$ cat src/rtl/ascii2int_pkg.sv
// Shared types and constants for the ASCII-to-integer parser.
package ascii2int_pkg;
  localparam int unsigned SCORE_W = 8;
  localparam int unsigned ACC_W = 10;
  localparam logic [7:0] ZERO = 8'h30;
  localparam logic [7:0] NINE = 8'h39;
  localparam logic [7:0] CR = 8'h0D;
  localparam logic [7:0] SPACE = 8'h20;

  typedef enum logic [1:0] {
    IDLE,
    ACCUM,
    DONE,
    DISCARD
  } state_e;
endpackage

$ cat src/rtl/ascii2int_digit_decode.sv
// Combinational classifier for a single ASCII character.
module ascii_digit_decode
  import ascii2int_pkg::*;
#(
  parameter logic [7:0] TERM_CHAR = CR
) (
  input  logic [7:0] char_i,
  output logic       is_digit_o,
  output logic       is_term_o,
  output logic [3:0] digit_o
);
  assign is_digit_o = (char_i >= ZERO) && (char_i <= NINE);
  assign is_term_o = (char_i == TERM_CHAR) || (char_i == SPACE);
  assign digit_o = char_i[3:0];
endmodule

$ cat src/rtl/ascii2int.sv
// Parses decimal ASCII digits terminated by CR/space into an 8-bit value
// with valid/ready handshakes on both sides.
module ascii2int
  import ascii2int_pkg::*;
#(
  parameter int unsigned MAX_DIGITS = 3,
  parameter logic [7:0]  TERM_CHAR = CR
) (
  input  logic               clk,
  input  logic               rst,
  input  logic [7:0]         char_in,
  input  logic               char_valid,
  output logic               char_ready,
  output logic [SCORE_W-1:0] value,
  output logic               value_valid,
  input  logic               value_ready,
  output logic               error
);
  localparam logic [1:0] MAXC = 2'(MAX_DIGITS);

  state_e             state_q, state_d;
  logic [ACC_W-1:0]   acc_q, acc_d;
  logic [1:0]         cnt_q, cnt_d;
  logic [SCORE_W-1:0] value_q, value_d;
  logic               vv_q, vv_d;
  logic               err_q, err_d;

  logic             is_digit;
  logic             is_term;
  logic [3:0]       digit;
  logic             xfer;
  logic [ACC_W-1:0] acc_nxt;

  ascii_digit_decode #(
    .TERM_CHAR(TERM_CHAR)
  ) u_dec (
    .char_i    (char_in),
    .is_digit_o(is_digit),
    .is_term_o (is_term),
    .digit_o   (digit)
  );

  assign char_ready = (state_q != DONE);
  assign xfer = char_valid && char_ready;
  assign acc_nxt = acc_q * ACC_W'(10) + ACC_W'(digit);

  always_comb begin
    state_d = state_q;
    acc_d = acc_q;
    cnt_d = cnt_q;
    value_d = value_q;
    vv_d = vv_q;
    err_d = 1'b0;
    unique case (state_q)
      IDLE: begin
        if (xfer && is_digit) begin
          acc_d = ACC_W'(digit);
          cnt_d = 2'd1;
          state_d = ACCUM;
        end else if (xfer && !is_term) begin
          err_d = 1'b1;
        end
      end
      ACCUM: begin
        if (xfer) begin
          if (is_digit) begin
            if (cnt_q == MAXC || acc_nxt > ACC_W'(255)) begin
              err_d = 1'b1;
              state_d = DISCARD;
            end else begin
              acc_d = acc_nxt;
              cnt_d = cnt_q + 2'd1;
            end
          end else if (is_term) begin
            value_d = acc_q[SCORE_W-1:0];
            vv_d = 1'b1;
            state_d = DONE;
          end else begin
            err_d = 1'b1;
            state_d = DISCARD;
          end
        end
      end
      DONE: begin
        if (value_ready) begin
          vv_d = 1'b0;
          state_d = IDLE;
        end
      end
      DISCARD: begin
        if (xfer && is_term) state_d = IDLE;
      end
    endcase
    // Accumulator and count always read zero while idle
    if (state_d == IDLE) begin
      acc_d = '0;
      cnt_d = '0;
    end
  end

  always_ff @(posedge clk or negedge rst) begin
    if (!rst) begin
      state_q <= IDLE;
      acc_q <= '0;
      cnt_q <= '0;
      value_q <= '0;
      vv_q <= 1'b0;
      err_q <= 1'b0;
    end else begin
      state_q <= state_d;
      acc_q <= acc_d;
      cnt_q <= cnt_d;
      value_q <= value_d;
      vv_q <= vv_d;
      err_q <= err_d;
    end
  end

  assign value = value_q;
  assign value_valid = vv_q;
  assign error = err_q;
endmodule

$ cat config.mk
export PLATFORM = sky130hd
export DESIGN_NAME = ascii2int
export DESIGN_NICKNAME = d
export VERILOG_FILES = /design/src/rtl/ascii2int_pkg.sv /design/src/rtl/ascii2int_digit_decode.sv /design/src/rtl/ascii2int.sv
export SDC_FILE = /design/constraint.sdc
export NUM_CORES = 1
export LEC_CHECK = 0
export ABC_AREA = 0
export BUFFER_PORTS_ARGS = -buffer_cell sky130_fd_sc_hd__clkbuf_2
export CAP_MARGIN = 20
export CORE_ASPECT_RATIO = 0.6
export CORE_MARGIN = 5
export CORE_UTILIZATION = 45
export DETAILED_ROUTE_END_ITERATION = 8
export SYNTH_ARGS = -nofsm -noshare
export SYNTH_HDL_FRONTEND = slang
export SYNTH_SLANG_ARGS = --single-unit
$ cat constraint.sdc
create_clock -name clk -period 4.7 [get_ports clk]
set_input_delay 0.47 -clock clk [delete_from_list [all_inputs] [get_ports clk]]
set_output_delay 0.47 -clock clk [all_outputs]
set_load 0.01 [all_outputs]
==> metrics.csv <==
metric,value,unit
fin crit period,3.33,ns
H-tree Lvls,1,
most frequent CP cell,ha_1,
WL met2,1570,um
GR Util All Layers,16.1,%
Port Buffer Count,22,
path depth of the worst reg2reg path,10,
max incr delay on CP,0.46,ns
Post-Syn Area,1680,um2
CP Data Required Time,4.90,ns
first-pass GRT wire length,6270,um
Worst EP arrival,3.53,ns
Final Max Slew Viols,0,
end point of the critical path,acc_q[0],
post-place setup slack,1.40,ns
Initial Utilization,46.1,%
"FFs w/ async S/R, synth",100,%
post-synthesis cell count,177,
Clock Skew,0.00983,ns
DP HPWL,3040,um
Worst Setup SP,acc_q[1],
Hold Buf Count CTS,0,
setup_tns,0,ns
RSZ-0062 raised after global routing,false,
top-area cell type share of the netlist area,34.3,%
critical-path cell list,ha_1 -> ha_1 -> inv_1 -> fa_1 -> nand3b_1 -> a2111oi_2 -> xnor2_1 -> nand4_1 -> o21ai_1 -> mux2i_1,
Pre-antenna DRT Iters,4,
top post-synthesis cells by area,"dfrtp_1 34%, ha_1 11%, mux2_2 6.0%",
ys flop type,dfrtp_1,
Post-Syn Nets,206,
fmax,300,MHz
mean routed wirelength per cell,15.7,um
Yosys warning count,0,
Critical Path Start Type,flip-flop,
top layer in use,met4,
Reg-to-Reg Start,acc_q[1],
vias per cell,5.62,
clk_lat worst skew,0.27,ns
number of maximum-capacitance violations,0,
Worst-path clk slew,0.09,ns
peak supply drop,0.118,mV
hold crit path type,in2async,
Setup CP Type,reg2reg,
Routed WL,3870,um
worst slew pin tran,0.807,ns
Max Root-Sink Buffers,2,
Nets,230,
Avg Inst Size Synth,9.48,um2
die height,57.3,um
layout cells sized above 1,21.5,%
Final setup violation count,0,
root buffer cell,clkbuf_8,
initial DRC count,121,
Routed Antenna Nets,0,
initial antenna violation count,0,
RD Place Congestion,0.883,
CTS Buf Count,3,
Cell Pwr Density,259,nW/um2
fin crit share,70.9,%
Post-CTS Resized,0,
post-synth top area cell,dfrtp_1,
R2R Path End,acc_q[0],
met3 wire len,244,um
slowest cell on the critical path,fa_1,
post-CTS setup buffer count,0,
Ports,23,
vias in the first global route,1305,
CORE AREA,3640,um2
fin util,51.5,%
synth-to-layout area growth,11.6,%
"top cells by count, synth","23 x dfrtp_1, 19 x nand2_1, 19 x nor2_1, 15 x ha_1, 10 x nand3_1",
cell with the most instances after synthesis,dfrtp_1,
CTS tree,done,
Die Wd,88.8,um
synth unique cells,45,
Residual DRC,0,
final setup margin,1.37,ns
Hold Slack,0.189,ns
slack of the worst reg-to-reg path,1.37,ns
status,finished clean,
total gr overflow,0,
top fanout value on the critical path,6,
Rows,17,
P_leak,0.000896,uW
routed via count,1387,
register area share after synthesis,34.3,%
routed metal-1 wire length,2040,um
pin count of the biggest net entering global routing,24,
crit path capture type,flip-flop,
CTS Sinks,23,
final hold violation count,0,
Slew Limit Headroom,46.2,%
Die Area,5090,um2
number of synthesized register bits,23,
"EDFF count, synth",0,
antenna cells,0,
[area by class of cell]
type                       count  area [um2]
timing repair buffer          22         110
tap                           47        58.8
inverter                       8        30.0
multi-input combinational    143        1050
clock buffer                   3        41.3
fill                         352        1760
sequential                    23         576
clock inverter                 1        5.00
[worst min path at each step]
stage,start,endpoint,slack [ns],cells after the start
2_1_floorplan,rst,acc_q[0],0.17,0
3_3_place_gp,value[1],value[1],0.47,2
3_5_place_dp,value[1],value[1],0.47,2
4_1_cts,rst,error,0.20,1
5_1_grt,rst,value_valid,0.24,1
6_report,rst,error,0.19,1
[placed cells by master (no fill, tap or decap), types with 2 or more instances in the layout]
cell type	count
a21oi_1	6
a32oi_1	4
and3_1	2
clkbuf_2	22
clkbuf_8	3
dfrtp_1	23
fa_1	2
ha_1	15
inv_1	8
mux2_2	9
mux2i_1	3
nand2_1	19
nand2b_1	5
nand3_1	10
nand4b_1	2
nor2_1	19
nor2b_1	4
nor3_1	4
o21a_1	2
o21ai_0	5
o21ai_1	2
xnor2_1	6
xor2_1	3
[metal layers]
layer	GRT usage (%)	vias to the layer above
li1	-	688
met2	23.0	42
met4	1.94	0
met5	0	-
met3	4.33	2
met1	24.7	655
[sequential cells by signal, summed over array words and instances (netlist names)]
register	cells
acc_q	9
cnt_q	2
error	1
state_q	2
value	8
value_valid	1
[power breakdown]
| group | total [uW] | switching, uW | leakage [uW] | internal [uW] |
|---|---|---|---|---|
| sequential | 232 | 21.9 | 0.000316 | 211 |
| combinational | 123 | 70.2 | 0.000555 | 52.4 |
| clock | 130 | 70.6 | 0.0000255 | 59.4 |
| total | 485 | 163 | 0.000896 | 322 |
[critical path, delay by kind of cell (launching register included)]
family / cells / cell delay (ns)
AO/OA/AOI/OAI: 2 / 0.84
XOR/XNOR: 1 / 0.20
adder cells (fa/ha/maj): 3 / 0.99
buffers and inverters: 1 / 0.07
flip-flops: 1 / 0.42
multiplexers: 1 / 0.26
AND/OR/NAND/NOR: 2 / 0.48
[through the flow]
stage / power, uW / instances / area [um2]
after detailed placement: 358 / 243 / 1830
after global placement: 356 / 243 / 1830
after floorplan: 320 / 177 / 1680
final: 485 / 247 / 1870
after global routing: 512 / 247 / 1870
after CTS: 490 / 247 / 1870
[logic make-up after synthesis]
logic type | after synthesis | share of synthesized area, %
compound gates | 31 | 13.9
xor+xnor | 10 | 5.67
fa+ha+maj | 17 | 13.6
buf+inv | 11 | 2.98
flops | 23 | 34.3
mux | 13 | 8.72
simple gates | 72 | 20.9
No activity file was read; power rests on OpenSTA's default activity.
